$ cat config.mk
export PLATFORM = sky130hd
export DESIGN_NAME = upper_char_fifo
export DESIGN_NICKNAME = d
export VERILOG_FILES = /design/src/rtl/upper_char_pkg.sv /design/src/rtl/sync_fifo_core.sv /design/src/rtl/upper_char_fifo.sv
export SDC_FILE = /design/constraint.sdc
export NUM_CORES = 1
export LEC_CHECK = 0
export CORE_AREA = 3 3 95 97
export CTS_CLUSTER_SIZE = 12
export DETAILED_ROUTE_END_ITERATION = 6
export DIE_AREA = 0 0 98 100
export HOLD_SLACK_MARGIN = 0.1
export PLACE_DENSITY = 0.86
export SYNTH_ARGS = -nofsm -noshare
export SYNTH_HDL_FRONTEND = slang
export SYNTH_SLANG_ARGS = --single-unit
$ cat constraint.sdc
create_clock -name clk -period 2.9 [get_ports clk]
set_clock_uncertainty 0.15 [all_clocks]
set_input_delay 0.435 -clock clk [delete_from_list [all_inputs] [get_ports clk]]
set_output_delay 0.435 -clock clk [all_outputs]
set_load 0.03 [all_outputs]
$ cat src/rtl/upper_char_pkg.sv
// Shared ASCII classification for the upper-case converter datapath.
// Pure constants and functions; no state, no latency, no flow control.
package upper_char_pkg;

    localparam logic [7:0] ASCII_UC_LO   = 8'h41;
    localparam logic [7:0] ASCII_UC_HI   = 8'h5A;
    localparam logic [7:0] ASCII_LC_LO   = 8'h61;
    localparam logic [7:0] ASCII_LC_HI   = 8'h7A;
    localparam logic [7:0] ASCII_CTRL_HI = 8'h1F;
    localparam logic [7:0] ASCII_DEL     = 8'h7F;

    // Bytes with bit 7 set fall above ASCII_LC_HI, so they never classify as letters.
    function automatic logic is_alpha(input logic [7:0] c);
        return ((c >= ASCII_UC_LO) && (c <= ASCII_UC_HI)) ||
               ((c >= ASCII_LC_LO) && (c <= ASCII_LC_HI));
    endfunction

    function automatic logic is_ctrl(input logic [7:0] c);
        return (c <= ASCII_CTRL_HI) || (c == ASCII_DEL);
    endfunction

endpackage

$ cat src/rtl/sync_fifo_core.sv
// Generic synchronous FIFO: memory, wrapping pointers and occupancy level.
// Latency: write visible at rd_data one cycle after the push edge (show-ahead).
// Backpressure: push ignored when full, pop ignored when empty; no bypass path.
module sync_fifo_core #(
    parameter int DEPTH = 8,
    parameter int W     = 8,
    localparam int AW   = $clog2(DEPTH),
    localparam int LW   = AW + 1
) (
    input  logic          clk,
    input  logic          rst,
    input  logic          push,
    input  logic [W-1:0]  wr_data,
    input  logic          pop,
    output logic [W-1:0]  rd_data,
    output logic [LW-1:0] level,
    output logic          full,
    output logic          empty
);

    localparam logic [LW-1:0] FULL_LVL = LW'(DEPTH);

    logic [W-1:0]  mem [DEPTH];
    logic [AW-1:0] wr_ptr;
    logic [AW-1:0] rd_ptr;
    logic          do_push;
    logic          do_pop;

    assign full    = (level == FULL_LVL);
    assign empty   = (level == '0);
    assign do_push = push & ~full;
    assign do_pop  = pop & ~empty;
    assign rd_data = mem[rd_ptr];

    // Storage is not reset; a push coinciding with reset is dropped so nothing
    // from the discarded stream lands in the array.
    always_ff @(posedge clk) begin
        if (do_push && !rst) begin
            mem[wr_ptr] <= wr_data;
        end
    end

    // DEPTH is a power of two, so pointer wrap is the natural AW-bit rollover.
    always_ff @(posedge clk) begin
        if (rst) begin
            wr_ptr <= '0;
            rd_ptr <= '0;
            level  <= '0;
        end else begin
            if (do_push) begin
                wr_ptr <= wr_ptr + AW'(1);
            end
            if (do_pop) begin
                rd_ptr <= rd_ptr + AW'(1);
            end
            case ({do_push, do_pop})
                2'b10:   level <= level + LW'(1);
                2'b01:   level <= level - LW'(1);
                default: level <= level;
            endcase
        end
    end

endmodule

$ cat src/rtl/upper_char_fifo.sv
// Output buffer for converted characters with alpha/drop statistics; optional
// control-byte filter under UPPER_FIFO_DROP_CTRL_EN. Latency: 1 cycle push-to-out_valid.
// Backpressure: in_ready from stored level only (no out_ready path); out_data held while stalled.
module upper_char_fifo
    import upper_char_pkg::*;
#(
    parameter int DEPTH = 8,
    parameter int CNT_W = 16
) (
    input  logic                   clk,
    input  logic                   rst,
    input  logic                   in_valid,
    output logic                   in_ready,
    input  logic [7:0]             in_data,
    output logic                   out_valid,
    input  logic                   out_ready,
    output logic [7:0]             out_data,
    output logic [$clog2(DEPTH):0] level,
    output logic [CNT_W-1:0]       alpha_count,
    output logic [CNT_W-1:0]       drop_count
);

    logic in_hs;
    logic store_vld;
    logic pop_vld;
    logic fifo_full;
    logic fifo_empty;

    assign in_ready  = ~fifo_full;
    assign out_valid = ~fifo_empty;
    assign in_hs     = in_valid & in_ready;
    assign pop_vld   = out_valid & out_ready;

    sync_fifo_core #(
        .DEPTH (DEPTH),
        .W     (8)
    ) u_core (
        .clk     (clk),
        .rst     (rst),
        .push    (store_vld),
        .wr_data (in_data),
        .pop     (pop_vld),
        .rd_data (out_data),
        .level   (level),
        .full    (fifo_full),
        .empty   (fifo_empty)
    );

    // Counters stick at all-ones rather than wrapping.
    always_ff @(posedge clk) begin
        if (rst) begin
            alpha_count <= '0;
        end else if (in_hs && is_alpha(in_data) && (alpha_count != '1)) begin
            alpha_count <= alpha_count + CNT_W'(1);
        end
    end

`ifdef UPPER_FIFO_DROP_CTRL_EN
    logic             drop_vld;
    logic [CNT_W-1:0] drop_cnt_q;

    // Control bytes complete the handshake but never reach the array.
    assign drop_vld   = in_hs & is_ctrl(in_data);
    assign store_vld  = in_hs & ~drop_vld;
    assign drop_count = drop_cnt_q;

    always_ff @(posedge clk) begin
        if (rst) begin
            drop_cnt_q <= '0;
        end else if (drop_vld && (drop_cnt_q != '1)) begin
            drop_cnt_q <= drop_cnt_q + CNT_W'(1);
        end
    end
`else
    assign store_vld  = in_hs;
    assign drop_count = '0;
`endif

endmodule

==> out/qor.csv <==
stage;metric;value;unit
clocking;clock latency on the worst-skew pair;360;ps
min_path;Hold Path Class;reg -> reg;
synthesis;post-synthesis compound-gate area fraction;4.744;%
setup_path;WP data arrival;2870;ps
drt;final wirelength;7.784;mm
layout;final net count;371;
drt;antenna-violating nets left;0;
timing;Max transition margin;63.31;%
pwr;P_int;2.375;mW
clocking;clock transition at the registers of the reported paths;100;ps
synthesis;xor and xnor area share after synthesis;1.736;%
pwr;Leak;1.665;nW
floorplan;Die H;100;um
layout;Synth-to-Final Area Change;20.16;%
floorplan;Die Wd;98;um
synthesis;Unique masters post-synth;43;
global_routing;Tot GR Track Use;16.58;%
pwr;Clock Power Share;26.3;%
clocking;Root Driver;clkbuf_8;
setup_path;Crit Path Max Fanout;6;
pwr;logic gate share of total power;29.1;%
synthesis;Mapped Area;4035;um^2
clocking;CTS hold repair buffers;0;
clocking;CTS buffer count;9;
pwr;Seq pwr share;44.6;%
floorplan;die area;9800;um^2
floorplan;CORE AREA;8217;um^2
timing;maximum clock frequency;368.7;MHz
floorplan;Boundary Pins;58;
synthesis;Mapped Cells;295;
clocking;clock buffer depth;2;
synthesis;Mean Syn Cell Area;13.68;um^2
layout;ANT cells;0;
timing;Final Slew Violations;0;
global_routing;initial antenna violation count;0;
global_routing;total congestion overflow;0;
drt;WL/cell;16.78;um
drt;via density per instance;5.438;
pwr;worst vdd ir;0.5548;mV
global_routing;vias in the first global route;2498;
drt;DRC;0;
clocking;CTS tree;built;
synthesis;asr flop ratio synth;0;%
floorplan;Starting Density;49.11;%
layout;share of cells above drive strength 1;19.22;%
pwr;Switch Pwr;1.073;mW
pwr;sw frac;31.13;%
status;status;finished, final reports clean;
place;gpl congestion;0.7962;
timing;Final setup viols;0;
global_routing;first-pass GRT wire length;12.69;mm
global_routing;largest net degree at the start of global routing;32;
timing;Fin. Hold Viols;0;
timing;Setup TNS Final;0;ps
pwr;Pwr Density;711.1;nW/um^2
timing;RSZ-0062 raised after global routing;no;
synthesis;synth warn;0;
setup_path;Crit Path Class;reg -> reg;
floorplan;row cnt;33;
place;Buffers on Ports;41;
timing;minimum clock period;2712;ps
layout;most common cell after layout, fill and taps aside;edfxtp_1;
timing;min setup slack post-route;187.7;ps
synthesis;Seq/Total Area, Yosys;62.02;%
setup_path;Worst Reg2Reg Path Length in Cells;10;
place;Setup WS pre-CTS;44.46;ps
setup_path;Crit. End Element;flip-flop;
timing;worst slew pin tran;546.2;ps
drt;starting DRC count in detailed routing;162;
drt;drt pass-1 iters;4;
flow_run;max capacitance violation total;0;
setup_path;required time of the worst setup path;3060;ps
synthesis;simple-gate share of the synthesized area;13.02;%
min_path;Worst Hold Depth;2;
synthesis;multiplexer share of the synthesized area;11.94;%
drt;vias;2523;
place;Detail Placement HPWL;5.249;mm
clocking;H-tree Lvls;3;
synthesis;#FFs+latches synth;93;
layout;commonest non-fill, non-tap cells in the layout;edfxtp_1, clkdlybuf4s50_1, dfxtp_1, nor2_1;
timing;Final period util;93.53;%
clocking;Clock Sink Count;93;
synthesis;Top FF cell, synth;edfxtp_1;
synthesis;number of synthesized flops with an enable pin;64;
synthesis;largest family of logic cells by synthesized area;simple AND/OR/NAND/NOR gates;
setup_path;CP Launch Type;flip-flop;
synthesis;post-synthesis adder-cell area fraction;1.550;%
==> final cells by class <==
type	instances	area (um^2)
Fill cell	644	3368
Sequential cell	93	2504
Multi-Input combinational cell	183	1411
Timing Repair Buffer	62	573.1
Tap cell	105	131.4
Clock buffer	9	123.9
Clock inverter	7	86.33
Inverter	5	18.77
==> critical path, cell delays in order (launching register included) <==
cell	delay [ps]
dfxtp_1	380
or4b_4	590
and2_1	240
inv_1	140
ha_4	170
xor2_1	150
ha_1	160
a31oi_1	50
xor2_1	160
or4_1	390
nand2_1	80
==> synth_stat cells, types with 2 or more instances <==
master / n / share of area [%]
a21oi_1: 16 / 2.0
and2_1: 4 / 0.62
and3_1: 2 / 0.31
and4_1: 5 / 1.1
buf_2: 2 / 0.25
buf_4: 18 / 3.3
clkbuf_1: 8 / 0.74
dfxtp_1: 29 / 14
edfxtp_1: 64 / 48
ha_1: 5 / 1.6
inv_1: 5 / 0.47
mux2_2: 9 / 2.5
mux2i_1: 2 / 0.50
mux4_2: 16 / 8.9
nand2_1: 21 / 2.0
nand2b_1: 3 / 0.47
nand3_1: 5 / 0.62
nor2_1: 22 / 2.0
nor2b_1: 4 / 0.62
nor3_1: 4 / 0.50
nor4_1: 4 / 0.62
nor4b_1: 3 / 0.65
o21ai_0: 8 / 0.99
o31ai_1: 2 / 0.37
or3_1: 6 / 0.93
or4_1: 5 / 0.93
xnor2_1: 3 / 0.65
xor2_1: 5 / 1.1
==> layer usage <==
metal	share of wire (%)	track usage [%]	vias to the layer above
met5	0	0	-
met4	1.3	5.112	0
met3	4.1	4.239	11
met2	51	28.22	66
met1	44	21.01	1245
li1	-	-	1201
==> power groups by stage <==
| stage | sequential (mW) | combinational (mW) | clock, mW |
|---|---|---|---|
| 2_1_floorplan | 1.60 | 0.644 | 0 |
| 3_3_place_gp | 1.56 | 0.989 | 0 |
| 3_5_place_dp | 1.56 | 1.01 | 0 |
| 4_1_cts | 1.53 | 0.993 | 0.925 |
| 5_1_grt | 1.55 | 1.08 | 0.979 |
| 6_report | 1.54 | 1.01 | 0.905 |
==> timing repair <==
item | CTS | global route
setup endpoints to repair | 6 | 2
setup buffers | 0 | 0
resized for setup | 6 | 5
==> metrics by stage <==
stage                     std cells  power, mW  hold WS, ps  instance area [um^2]  util, %
after floorplan                 310      2.245        304.1                  4091        -
after global placement          448      2.544        324.9                  4622    56.25
after detailed placement        448      2.574        330.7                  4622    56.25
after CTS                       464      3.451        350.0                  4825    58.72
after global routing            464      3.608        366.7                  4848    59.01
final                           464      3.448        352.6                  4848    59.01
==> flip-flops by register name (all words and copies together) (netlist names), named ones only <==
signal         count
u_core.mem        64
u_core.wr_ptr      3
u_core.rd_ptr      3
u_core.level       4
alpha_count       16
==> cell families (layout without fill, tap and decap cells) <==
family | count (synthesis) | after routing
other | 1 | 16
AND/OR/NAND/NOR | 94 | 94
XOR/XNOR | 8 | 8
buffers and inverters | 34 | 83
adder cells (fa/ha/maj) | 5 | 5
flip-flops | 93 | 93
multiplexers | 27 | 27
AO/OA/AOI/OAI | 33 | 33
==> path summary, 6_finish.rpt <==
path | from | end | slack (ps)
max | u_core.level[1] | u_core.level[2] | 190
min | u_core.rd_ptr[1] | flip-flop | 350
min reg2reg | u_core.rd_ptr[1] | flip-flop | 350
max reg2reg | u_core.level[1] | u_core.level[2] | 190
Power figures use the tool's default switching activity.
